<file path="src/rtl/conv_serial_scheduler.sv">
// Round-robin scheduler framing requester words onto one 2:1 serializer lane.
// Optional PARITY pair after DATA when CONV_SER_PARITY_EN is defined.
module conv_serial_scheduler #(
    parameter int NREQ       = 4,
    parameter int WIDTH      = 16,
    parameter int GAP_CYCLES = 2
) (
    input  logic                  CLK,
    input  logic                  RESET,
    input  logic [NREQ-1:0]       REQ_VALID,
    input  logic [NREQ*WIDTH-1:0] REQ_DATA,
    output logic [NREQ-1:0]       REQ_READY,
    output logic                  PAR_IN1,
    output logic                  PAR_IN2,
    output logic                  SER_EN,
    output logic [1:0]            GRANT_ID,
    output logic                  BUSY
);

    typedef enum logic [2:0] {
        S_IDLE,
        S_START,
        S_ID,
        S_DATA,
        S_PARITY,
        S_GAP
    } state_t;

    localparam int HALF = WIDTH / 2;
    localparam int CW   = (HALF > 1) ? $clog2(HALF) : 1;
    localparam logic [CW-1:0] PAIR_LOAD = CW'(HALF - 1);
    localparam logic [3:0] GAP_LOAD =
        (GAP_CYCLES > 0) ? 4'(GAP_CYCLES - 1) : 4'd0;

    state_t           r_state;
    logic [1:0]       r_ptr;
    logic [WIDTH-1:0] r_sh;
    logic [CW-1:0]    r_pcnt;
    logic [3:0]       r_gcnt;
    logic             r_par1;
    logic             r_par2;
    logic             r_ser_en;
    logic [1:0]       r_gid;
`ifdef CONV_SER_PARITY_EN
    logic             r_parity;
`endif

    state_t           w_next;
    logic [1:0]       w_ptr;
    logic [WIDTH-1:0] w_sh;
    logic [CW-1:0]    w_pcnt;
    logic [3:0]       w_gcnt;
    logic             w_par1;
    logic             w_par2;
    logic             w_ser_en;
    logic [1:0]       w_gid;
    logic             w_found;
    logic [1:0]       w_gidx;
    logic [1:0]       w_cand;
    logic             w_grant;
    logic [WIDTH-1:0] w_sel_data;

    // First valid requester at or after the round-robin pointer
    always_comb begin
        w_found = 1'b0;
        w_gidx  = '0;
        w_cand  = '0;
        for (int k = 0; k < NREQ; k++) begin
            w_cand = 2'((int'(r_ptr) + k) % NREQ);
            if (!w_found && REQ_VALID[w_cand]) begin
                w_found = 1'b1;
                w_gidx  = w_cand;
            end
        end
    end

    assign w_grant    = RESET && (r_state == S_IDLE) && w_found;
    assign w_sel_data = REQ_DATA[w_gidx*WIDTH +: WIDTH];
    assign REQ_READY  = w_grant ? (NREQ'(1) << w_gidx) : '0;

    always_comb begin
        w_next   = r_state;
        w_ptr    = r_ptr;
        w_sh     = r_sh;
        w_pcnt   = r_pcnt;
        w_gcnt   = r_gcnt;
        w_par1   = 1'b0;
        w_par2   = 1'b0;
        w_ser_en = 1'b0;
        w_gid    = r_gid;
        unique case (r_state)
            S_IDLE: begin
                if (w_grant) begin
                    w_next   = S_START;
                    w_par1   = 1'b1;
                    w_ser_en = 1'b1;
                    w_sh     = w_sel_data;
                    w_gid    = w_gidx;
                    w_ptr    = 2'((int'(w_gidx) + 1) % NREQ);
                end
            end
            S_START: begin
                w_next   = S_ID;
                w_par1   = r_gid[1];
                w_par2   = r_gid[0];
                w_ser_en = 1'b1;
            end
            S_ID: begin
                w_next   = S_DATA;
                w_par1   = r_sh[WIDTH-1];
                w_par2   = r_sh[WIDTH-2];
                w_sh     = r_sh << 2;
                w_pcnt   = PAIR_LOAD;
                w_ser_en = 1'b1;
            end
            S_DATA: begin
                if (r_pcnt != '0) begin
                    w_par1   = r_sh[WIDTH-1];
                    w_par2   = r_sh[WIDTH-2];
                    w_sh     = r_sh << 2;
                    w_pcnt   = r_pcnt - 1'b1;
                    w_ser_en = 1'b1;
`ifdef CONV_SER_PARITY_EN
                end else begin
                    w_next   = S_PARITY;
                    w_par1   = r_parity;
                    w_par2   = ~r_parity;
                    w_ser_en = 1'b1;
                end
            end
            S_PARITY: begin
`else
                end else begin
`endif
                if (GAP_CYCLES > 0) begin
                    w_next = S_GAP;
                    w_gcnt = GAP_LOAD;
                end else begin
                    w_next = S_IDLE;
                end
`ifndef CONV_SER_PARITY_EN
                end
`endif
            end
            S_GAP: begin
                if (r_gcnt == 4'd0) begin
                    w_next = S_IDLE;
                end else begin
                    w_gcnt = r_gcnt - 4'd1;
                end
            end
            default: w_next = S_IDLE;
        endcase
    end

    always_ff @(posedge CLK or negedge RESET) begin
        if (!RESET) begin
            r_state  <= S_IDLE;
            r_ptr    <= '0;
            r_sh     <= '0;
            r_pcnt   <= '0;
            r_gcnt   <= '0;
            r_par1   <= 1'b0;
            r_par2   <= 1'b0;
            r_ser_en <= 1'b0;
            r_gid    <= '0;
        end else begin
            r_state  <= w_next;
            r_ptr    <= w_ptr;
            r_sh     <= w_sh;
            r_pcnt   <= w_pcnt;
            r_gcnt   <= w_gcnt;
            r_par1   <= w_par1;
            r_par2   <= w_par2;
            r_ser_en <= w_ser_en;
            r_gid    <= w_gid;
        end
    end

`ifdef CONV_SER_PARITY_EN
    // Even parity taken from the word as it is accepted
    always_ff @(posedge CLK or negedge RESET) begin
        if (!RESET) begin
            r_parity <= 1'b0;
        end else if (w_grant) begin
            r_parity <= ^w_sel_data;
        end
    end
`endif

    assign PAR_IN1  = r_par1;
    assign PAR_IN2  = r_par2;
    assign SER_EN   = r_ser_en;
    assign GRANT_ID = r_gid;
    assign BUSY     = (r_state != S_IDLE);

endmodule

</file>
<file path="config.mk">
export PLATFORM = sky130hd
export DESIGN_NAME = conv_serial_scheduler
export DESIGN_NICKNAME = d
export VERILOG_FILES = /design/src/rtl/conv_serial_scheduler.sv
export SDC_FILE = /design/constraint.sdc
export NUM_CORES = 1
export LEC_CHECK = 0
export ABC_AREA = 0
export CORE_MARGIN = 2
export CORE_UTILIZATION = 41
export DETAILED_ROUTE_END_ITERATION = 10
export GPL_TIMING_DRIVEN = 0
export PLACE_DENSITY = 0.85
export SLEW_MARGIN = 10
export SYNTH_ARGS = -nofsm -noshare
export SYNTH_HDL_FRONTEND = slang
export SYNTH_SLANG_ARGS = --single-unit
</file>
<file path="constraint.sdc">
create_clock -name CLK -period 1.76 [get_ports CLK]
set_input_delay 0.264 -clock CLK [delete_from_list [all_inputs] [get_ports CLK]]
set_output_delay 0.264 -clock CLK [all_outputs]
set_load 0.01 [all_outputs]
</file>
==> results of run 1 <==
-- worst max-delay path: cells and delay by family (launching register included) --
kind / cells / cell delay (ps)
AND/OR/NAND/NOR: 2 / 280
buffers and inverters: 3 / 340
AO/OA/AOI/OAI: 2 / 320
flip-flops: 1 / 450
adder cells (fa/ha/maj): 1 / 190
-- path summary, 6_finish.rpt --
path | end | slack, ps | depth (start not counted)
min reg2reg | r_sh[0] | 510 | 1
max | REQ_READY[0] | -370 | 8
min in group asynchronous | PAR_IN2 | 530 | 3
min | r_state[0] | 440 | 5
max in group asynchronous | r_ptr[0] | 1040 | 3
max reg2reg | r_sh[3] | -250 | 9
-- power groups by stage --
stage / combinational, mW / clock, mW / sequential (mW)
after global placement: 2.32 / 0 / 1.23
after floorplan: 1.73 / 0 / 1.22
final: 3.25 / 0.542 / 1.30
after detailed placement: 2.40 / 0 / 1.24
after global routing: 3.54 / 0.590 / 1.33
after CTS: 2.90 / 0.550 / 1.26
-- layout make-up --
class | instances | area (µm²) | area share (%)
multi-input combinational | 174 | 1390 | 37.9
timing repair buffer | 108 | 1090 | 29.7
sequential | 33 | 830 | 22.7
buffer | 14 | 143 | 3.90
tap | 70 | 87.6 | 2.39
clock buffer | 6 | 72.6 | 1.98
inverter | 9 | 41.3 | 1.13
clock inverter | 2 | 10.0 | 0.274
-- synthesized netlist by cell type (all sizes together) --
cell type and count:
a21boi 1, a21oi 3, a221o 14, a221oi 1
a22o 1, a311o 1, a32o 2, a32oi 1
and2 4, buf 10, clkbuf 6, dfrtp 33
ha 7, inv 9, mux2 2, mux2i 46
nand2 31, nand2b 2, nand3 4, nand3b 1
nand4 2, nor2 31, nor2b 3, nor3 2
nor4 2, o211a 2, o211ai 1, o21ai 5
o22ai 1, o311a 1, or3 1, xnor2 1
xor2 1
-- cells by family after synthesis --
| family | share of synthesized area (%) |
|---|---|
| xor gates and xnor gates | 0.796 |
| muxes | 21.9 |
| and+or+nand+nor | 16.4 |
| AOI/OAI and AO/OA | 13.4 |
| adders and majority gates | 3.98 |
| DFF | 37.5 |
| buffers and inverters | 6.08 |
-- repair_timing --
action | CTS | global route
gates resized for setup | 59 | 22
hold buffers | 2 | 0
cloned | 0 | 2
pin swaps | 9 | 20
endpoints found under the setup margin | 29 | 29
setup buffers | 20 | 6
hold endpoints to repair | 33 | 0
-- metrics by stage --
stage,instances,util (%)
after floorplan,232,-
after global placement,381,60.6
after detailed placement,381,60.5
after CTS,409,68.0
after global routing,416,71.2
final,416,71.2
-- per-layer routing --
layer | up-vias | track usage (%)
met4 | 0 | 5.00
met2 | 60 | 37.9
li1 | 1056 | -
met1 | 1060 | 24.2
met5 | - | 0
met3 | 9 | 5.06
-- cell usage in the layout, fill, tap and decap left out, types with 3 or more instances in the layout --
| master | count |
|---|---|
| o21ai_0 | 3 |
| and2_4 | 4 |
| nand2_1 | 31 |
| inv_2 | 4 |
| nor2_1 | 29 |
| buf_12 | 5 |
| a21oi_1 | 3 |
| buf_2 | 3 |
| dfrtp_1 | 30 |
| clkbuf_2 | 3 |
| a221o_1 | 14 |
| clkdlybuf4s50_1 | 69 |
| nand3_1 | 3 |
| buf_4 | 22 |
| ha_4 | 5 |
| dfrtp_2 | 3 |
| dlygate4sd2_1 | 5 |
| inv_1 | 4 |
| buf_6 | 11 |
| mux2i_1 | 43 |
| clkbuf_8 | 5 |
-- state kept, by name, indices dropped and copies added (netlist names) --
signal    cells
r_sh         16
r_gcnt        4
r_pcnt        3
r_state       3
GRANT_ID      2
r_ptr         2
PAR_IN1       1
PAR_IN2       1
SER_EN        1
==> impl_results.md, run 1 <==
- Critical path type: register to output port
- Syn Std Cell Area: 2200 µm²
- DRC: 0
- Max Slew Vio Count: 0
- Critical Path, Cell by Cell: nor2b_4, o21ai_2, o211a_1, buf_6, inv_1, ha_4, and2_4, buf_6
- GP Congestion: ~0.8
- Initial antenna violation count: 0
- Register share of total power: 25.5%
- Clock Skew: 5.29 ps
- Min setup slack post-route: -370 ps
- First-pass GRT wire length: about 10 mm
- Design area: 3660 µm²
- Width of the die: 77.3 µm
- Yosys top cell by area: dfrtp_1
- Relative slew slack: approximately four fifths
- Highest metal used: met4
- Period minus WS final: 2130 ps
- Final setup violation count: 22
- PwrDens: 1390 nW/µm²
- Final Cycle Share: 121%
- CTS tree: done
- Worst setup path startpoint: r_ptr[1]
- Switching power: 1.99 mW
- Clock Latency Late Sink: 280 ps
- Highest clock rate: 469 MHz
- Layout Area Growth over Synthesis: 66.1%
- Worst setup EP type: output port
- WP data arrival: roughly 1900 ps
- Htree depth: 2
- Fill count: 376
- Most used cell, CP: buf_6
- TritonRoute pass-1 iters: 4
- Cts bufs inserted: 5
- TNS Setup: -4600 ps
- Sw frac: between 30% and 40%
- HPWL Detailed: about 4.3 mm
- Synth area leaders: dfrtp_1 (38%), mux2i_1 (21%), a221o_1 (6.4%), nand2_1 (5.3%), nor2_1 (5.1%)
- Worst Hold Class: input pin to register
- Initial core utilization: a little over two fifths
- Pre-CTS WS: -1020 ps
- Total chip power: 5.09 mW
- # clock sinks: 33
- Startpoint Class: register
- Max stage delay on crit path: 450 ps
- Syn_nets: 309
- Logic pwr share: 63.9%
- Input/output buffers: slightly below 80
- Unrepaired setup endpoints after global routing: yes
- CORE AREA: ~5100 µm²
- Worst-path fanout max: 4
- Yosys warnings: 0
- Sequential share of the synthesized area: 37.5%
- Clock group share of total power: 10.6%
- Die height: 77.3 µm
- Failing checks: setup timing
- GRT Util Overall: 20.7%
- Met3 Routed Length: between 200 and 300 µm
- #FFs+latches synth: 33
- Int Power: 3.10 mW
- Critical Path Slowest Stage Cell: dfrtp_2
- Post-Route WL: 6.54 mm
- Worst-path clk slew: 60 ps
- Placed inst area: 3110 µm²
- Post-Syn Instances: 232
- Static Leak: 1.74 nW
- DIE AREA: approximately 6000 µm²
- Least-Margin Pin Slew: 313 ps
- Hold_sp: RESET
- Reg2reg start: r_ptr[1]
- Met2 WL: 3.58 mm
- CTS Root Cell: clkbuf_8
- Crit path required time: 1500 ps
- Synth top area share: 37.5%
- N_diodes: 0
- Routed length on met1: 2.62 mm
- IO Pins: 80
- Max capacitance violation total: 0
- WL/cell: 15.7 µm
- Via/cell ratio: approximately 5.3
- Pin count of the biggest net entering global routing: 34
- Initial drt markers: 147
- Netlist cell types: 39
- Antenna viol nets, final: 0
- Vias in the first global route: ~2200
- GRT overflow: 0
- Syn_area_per_cell: between 9 and 10 µm²
- Nets@finish: 422
- Num rows: 26
- Status: complete, but fails checks
- Max IR drop VDD: 0.783 mV
- Layout cells sized above 1: 24.3%
- Fin. Hold Viols: 0
- Max clock buf depth: 2
- Hold slack final: 442 ps
- Routed via count: 2185
No activity file was read; power rests on OpenSTA's default activity.
==> inputs of run 2 (changes only) <==
--- a/config.mk
+++ b/config.mk
@@ -5,12 +5,11 @@
 export SDC_FILE = /design/constraint.sdc
 export NUM_CORES = 1
 export LEC_CHECK = 0
-export ABC_AREA = 0
 export CORE_MARGIN = 2
-export CORE_UTILIZATION = 41
+export CORE_UTILIZATION = 48
 export DETAILED_ROUTE_END_ITERATION = 10
 export GPL_TIMING_DRIVEN = 0
-export PLACE_DENSITY = 0.85
+export PLACE_DENSITY = 0.93
 export SLEW_MARGIN = 10
 export SYNTH_ARGS = -nofsm -noshare
 export SYNTH_HDL_FRONTEND = slang
==> constraint.sdc (replaced) <==
create_clock -name CLK -period 2.6 [get_ports CLK]
set_input_delay 0.39 -clock CLK [delete_from_list [all_inputs] [get_ports CLK]]
set_output_delay 0.39 -clock CLK [all_outputs]
set_load 0.01 [all_outputs]
==> run 2 against run 1 <==
Register-to-register slack better by 500 ps. Core utilization is 4.1 points higher. Sequential power is 34% lower. The flow now finishes without violations.
==> impl_results.md, run 2 (synthesis results as in run 1) <==
- Status: finished, final reports clean
- Post-Route WL: 6.16 mm (-5.8%)
- Highest clock rate: around 400 MHz
- TritonRoute pass-1 iters: 4 (unchanged)
- Final Cycle Share: 98.0%
- DRC: 0 (unchanged)
- Worst setup EP type: output port
- IO Pins: 80 (unchanged)
- Fin util: 75.3% (+4.1 points)
- GP Congestion: 0.818 (+2.0%)
- HPWL Detailed: 4.36 mm (+0.70%)
- Critical path type: register to output port
- Pre-CTS WS: -655 ps (+367 ps)
- WP data arrival: 2160 ps (+290 ps)
- N_diodes: 0 (unchanged)
- Int Power: 1.86 mW (-40%)
- Worst-path clk slew: 70 ps (about the same)
- Commonest non-fill, non-tap cell in the layout: clkdlybuf4s50_1
- # clock sinks: 33 (unchanged)
- Fin. Hold Viols: 0 (unchanged)
- Antenna viol nets, final: 0 (unchanged)
- Final setup violation count: 0 (-100%)
- Input/output buffers: 79 (unchanged)
- Initial core utilization: 50.2% (+7.4 points)
- Initial drt markers: 134 (-8.8%)
- Max Slew Vio Count: 0 (unchanged)
- Max capacitance violation total: 0 (unchanged)
- Hold slack final: 20.2 ps (-422 ps)
- Static Leak: 1.64 nW (-5.6%)
- Startpoint Class: register
- Most frequent cells in the layout: clkdlybuf4s50_1 (70), mux2i_1 (46), dfrtp_1 (33)
- Layout Area Growth over Synthesis: 49.9%
- Max clock buf depth: 2 (unchanged)
- Logic pwr share: 58.2% (-5.7 points)
- Pin count of the biggest net entering global routing: 35 (+2.9%)
- Max FFs per register: 16 (unchanged)
- Crit path required time: 2210 ps (+710 ps)
- Vias in the first global route: 2110 (-4.4%)
- PwrDens: 943 nW/µm² (-32%)
- Biggest regs: r_sh: 16 flops, r_gcnt: 4 flops
- Min setup slack post-route: 52.8 ps (+423 ps)
- CORE AREA: 4380 µm² (-15%)
- Max IR drop VDD: 0.501 mV (-36%)
- Worst-path fanout max: 11 (+7)
- Switching power: 1.25 mW (-37%)
- Htree depth: 2 (unchanged)
- Width of the die: 71.7 µm (-7.2%)
- Sw frac: 40.3% (+1.1 points)
- Die height: 71.7 µm (-7.2%)
- Register share of total power: 27.5% (+2.0 points)
- Num rows: 24 (-7.7%)
- Clock Latency Late Sink: 300 ps (+20 ps)
- GRT Util Overall: 24.5% (+3.8 points)
- CTS Hold Bufs: 0 (-2)
- Relative slew slack: 64.9% (-14 points)
- Layout cells sized above 1: 13.8% (-10 points)
- DIE AREA: 5150 µm² (-14%)
- GRT overflow: 0 (unchanged)
- Least-Margin Pin Slew: 527 ps (+214 ps)
- Routed via count: 2152 (-1.5%)
- TNS Setup: 0 ps (+4600 ps)
- CTS Root Cell: clkbuf_8
- Largest register by flop count: r_sh
- First-pass GRT wire length: 9.78 mm (-1.3%)
- Worst Hold Class: input pin to async pin
- Via/cell ratio: 5.59 (+6.4%)
- CTS tree: done
- WL/cell: 16.0 µm (+1.8%)
- Clock Skew: 8.67 ps (+3.38 ps)
- Period minus WS final: about 2500 ps
- Initial antenna violation count: 0 (unchanged)
- Nets@finish: 409 (-3.1%)
- Clock group share of total power: 14.3% (+3.7 points)
- Cts bufs inserted: 5 (unchanged)
==> run 2: area by class of cell <==
class	count	area, µm²
Timing Repair Buffer	95	903
Fill cell	306	1080
Clock inverter	1	5.00
Clock buffer	7	96.3
Buffer	14	97.6
Multi-Input combinational cell	174	1270
Tap cell	52	65.1
Sequential cell	33	826
Inverter	9	33.8
==> run 2: metal layers <==
layer	vias to the layer above	global-route usage (%)	wire length, µm
li1	1026	-	-
met1	1035	28.4	2390
met2	80	44.3	3320
met3	11	6.19	340
met4	0	7.76	104
met5	-	0	0
==> run 2: worst paths after layout <==
path | slack, ps | from | to | depth (start not counted)
setup / recovery | 50 | r_ptr[1] | REQ_READY[3] | 9
hold / removal | 20 | RESET | r_gcnt[2] | 1
setup reg to reg | 250 | r_pcnt[0] | r_sh[9] | 11
hold reg to reg | 520 | r_sh[4] | r_sh[4] | 1
max in group asynchronous | 2250 | RESET | r_sh[4] | 1
min in group CLK | 520 | r_sh[4] | r_sh[4] | 1
==> run 2: timing repair <==
action	CTS	global route
gates resized for setup	16	5
endpoints found under the setup margin	4	4
pin swaps	3	4
buffers inserted	5	11
==> run 2: worst max-delay path, stage by stage, from the launching register on <==
cell and delay (ps):
dfrtp_1 410, inv_2 70, a221oi_2 280, o211ai_1 180, buf_6 160, buf_6 140
inv_2 90, ha_1 150, and2_1 110, dlygate4sd2_1 260
==> run 2: power by group through the flow <==
stage | clock (mW) | combinational, mW | sequential, mW
global route | 0.465 | 1.97 | 0.874
floorplan | 0 | 1.13 | 0.823
global placement | 0 | 1.52 | 0.834
finish | 0.444 | 1.81 | 0.857
CTS | 0.434 | 1.68 | 0.840
detailed placement | 0 | 1.59 | 0.844
==> run 2: metrics by stage <==
step | std cells | power [mW] | area [µm²]
CTS | 375 | 2.96 | 3210
finish | 385 | 3.11 | 3300
global placement | 363 | 2.35 | 3060
global route | 385 | 3.30 | 3300
floorplan | 232 | 1.95 | 2200
detailed placement | 363 | 2.44 | 3050
==> inputs of run 3 (changes only) <==
--- a/config.mk
+++ b/config.mk
@@ -6,10 +6,10 @@
 export NUM_CORES = 1
 export LEC_CHECK = 0
 export CORE_MARGIN = 2
-export CORE_UTILIZATION = 48
+export CORE_UTILIZATION = 34
 export DETAILED_ROUTE_END_ITERATION = 10
 export GPL_TIMING_DRIVEN = 0
-export PLACE_DENSITY = 0.93
+export PLACE_DENSITY = 0.72
 export SLEW_MARGIN = 10
 export SYNTH_ARGS = -nofsm -noshare
 export SYNTH_HDL_FRONTEND = slang
==> run 3 against run 2 <==
First-iteration DRC count shrank 13%. Final area shrank 1.4%. Maximum frequency grew 2.0%. Register-to-register slack gained 160 ps. Combinational power shrank 8%. Highest routed layer unchanged.
==> impl_results.md, run 3 (synthesis results as in run 1) <==
- Worst-path fanout max: 8 (-3)
- CTS Root Cell: clkbuf_8
- Static Leak: 1.58 nW (-3.7%)
- Final Cycle Share: 96.0% (-1.9 points)
- Max capacitance violation total: 0 (unchanged)
- Startpoint Class: register
- Width of the die: 84.5 µm (+18%)
- Critical path type: register to output port
- HPWL Detailed: 4.03 mm (-7.7%)
- Met3 Routed Length: 339 µm (-0.29%)
- Most frequent cells in the layout: clkdlybuf4s50_1 (70), mux2i_1 (46), dfrtp_1 (33)
- Int Power: 1.72 mW (-7.4%)
- Pre-CTS WS: -636 ps (+19.1 ps)
- GRT Util Overall: 16.1% (-8.4 points)
- Max IR drop VDD: 0.551 mV (+9.9%)
- Cts bufs inserted: 5 (unchanged)
- DRC: 0 (unchanged)
- Hold slack final: 518 ps (+498 ps)
- Clock Skew: 3.22 ps (-5.45 ps)
- Fin. Hold Viols: 0 (unchanged)
- Routed length on met1: 2.40 mm (+0.13%)
- Design area: 3250 µm² (-1.4%)
- TritonRoute pass-1 iters: 4 (unchanged)
- Logic pwr share: 57.4% (-0.8 points)
- Period minus WS final: 2500 ps (-50.1 ps)
- Multi-input gate area: 1270 µm² (-0.20%)
- GP Congestion: 0.837 (+2.4%)
- Max clock buf depth: 2 (unchanged)
- Switching power: 1.16 mW (-7.2%)
- Max Slew Vio Count: 0 (unchanged)
- Met2 WL: 2.72 mm (-18%)
- Register share of total power: 29.5% (+2.0 points)
- Relative slew slack: 43.1% (-22 points)
- Vias in the first global route: 2060 (-2.4%)
- PwrDens: 886 nW/µm² (-6.0%)
- Max FFs per register: 16 (unchanged)
- Htree depth: 2 (unchanged)
- DIE AREA: 7140 µm² (+39%)
- # clock sinks: 33 (unchanged)
- Placed inst area: 3080 µm² (+1.0%)
- Highest metal used: met4
- GRT overflow: 0 (unchanged)
- WL/cell: 13.8 µm (-14%)
- CTS tree: done
- WP data arrival: 2110 ps (-50 ps)
- Die height: 84.5 µm (+18%)
- Commonest non-fill, non-tap cell in the layout: clkdlybuf4s50_1
- First-pass GRT wire length: 9.29 mm (-4.9%)
- Largest register by flop count: r_sh
- Fill count: 606 (+98%)
- Worst Hold Class: register to register
- Layout cells sized above 1: 10.5% (-3.4 points)
- Routed via count: 2036 (-5.4%)
- N_diodes: 0 (unchanged)
- Initial antenna violation count: 0 (unchanged)
- Final setup violation count: 0 (unchanged)
- CORE AREA: 6310 µm² (+44%)
- Clock group share of total power: 13.1% (-1.2 points)
- Num rows: 29 (+21%)
- FF/Latch Area: 826 µm² (unchanged)
- Worst-path clk slew: 70 ps (about the same)
- Antenna viol nets, final: 0 (unchanged)
- Highest clock rate: 400 MHz (+2.0%)
- Worst setup EP type: output port
- Layout Area Growth over Synthesis: 47.8%
- Initial core utilization: 34.9% (-15 points)
- Min setup slack post-route: 103 ps (+50.1 ps)
- Sw frac: 40.3% (+0.054 points)
- Clock Latency Late Sink: 290 ps (about the same)
- Biggest regs: r_sh: 16 flops, r_gcnt: 4 flops
- Via/cell ratio: 5.06 (-9.4%)
- Fin util: 51.5% (-24 points)
- Pin count of the biggest net entering global routing: 35 (unchanged)
- Status: finished, final reports clean
- Initial drt markers: 117 (-13%)
- Input/output buffers: 79 (unchanged)
- Post-Route WL: 5.55 mm (-9.8%)
- IO Pins: 80 (unchanged)
- Nets@finish: 401 (-2.0%)
- Crit path required time: 2210 ps (about the same)
- Least-Margin Pin Slew: 851 ps (+323 ps)
[run 3: cell count changes in the layout (fill, tap and decap cells not counted), sizes merged]
cell / change
buf: -10
dlygate4sd2: +2
dlygate4sd3: +2
clkbuf: -1
clkdlybuf4s15: -1
clkinv: +1
dlymetal6s2s: -1
[run 3: final timing paths]
kind	start	end	slack, ps	cells past startpoint
worst max-delay path	r_pcnt[1]	REQ_READY[3]	100	9
worst min-delay path	r_sh[6]	r_sh[6]	520	1
worst max register to register	r_pcnt[1]	r_sh[5]	410	10
worst min register to register	r_sh[6]	r_sh[6]	520	1
max in group asynchronous	RESET	r_pcnt[0]	1340	2
min in group asynchronous	RESET	r_sh[8]	690	2
[run 3: worst max-delay path: stages, from the launching register on]
cell and delay (ps):
dfrtp_1 390, inv_1 80, ha_2 190, nor2b_4 180, nand4_1 150, nand3_2 170, nor2_4 60, buf_4 170
and2_1 150, dlygate4sd2_1 280
[run 3: through the flow]
step	setup TNS [ps]	total power, mW	instances
floorplan	0	1.95	232
global placement	-22010	2.39	388
detailed placement	-2530	2.42	388
CTS	0	2.86	399
global route	-21.6	3.13	402
finish	0	2.88	402
[run 3: layer usage]
metal / GRT usage (%) / vias to the layer above
li1: - / 1008
met3: 4.82 / 10
met2: 27.1 / 67
met5: 0 / -
met4: 5.48 / 0
met1: 19.7 / 951
[run 3: repair_timing]
action,CTS,global route
pin swaps,2,3
endpoints found under the setup margin,4,2
gates cloned,0,0
buffers inserted,4,2
hold buffers,0,2
endpoints found under the hold margin,0,19
gates resized for setup,15,5
[run 3: power by group through the flow]
stage          combinational [mW]  clock (mW)  sequential [mW]
2_1_floorplan                1.13           0            0.823
3_3_place_gp                 1.55           0            0.834
3_5_place_dp                 1.58           0            0.837
4_1_cts                      1.64       0.381            0.830
5_1_grt                      1.85       0.408            0.874
6_report                     1.66       0.378            0.850
[run 3: area by class of cell]
type	instances	area share (%)
clock buffers	6	2.23
plain buffers	14	3.00
well taps	77	2.96
inverters	9	1.04
repair buffers	87	26.0
flip-flops and latches	33	25.4
clock inverters	2	0.308
multi-input cells	174	39.1
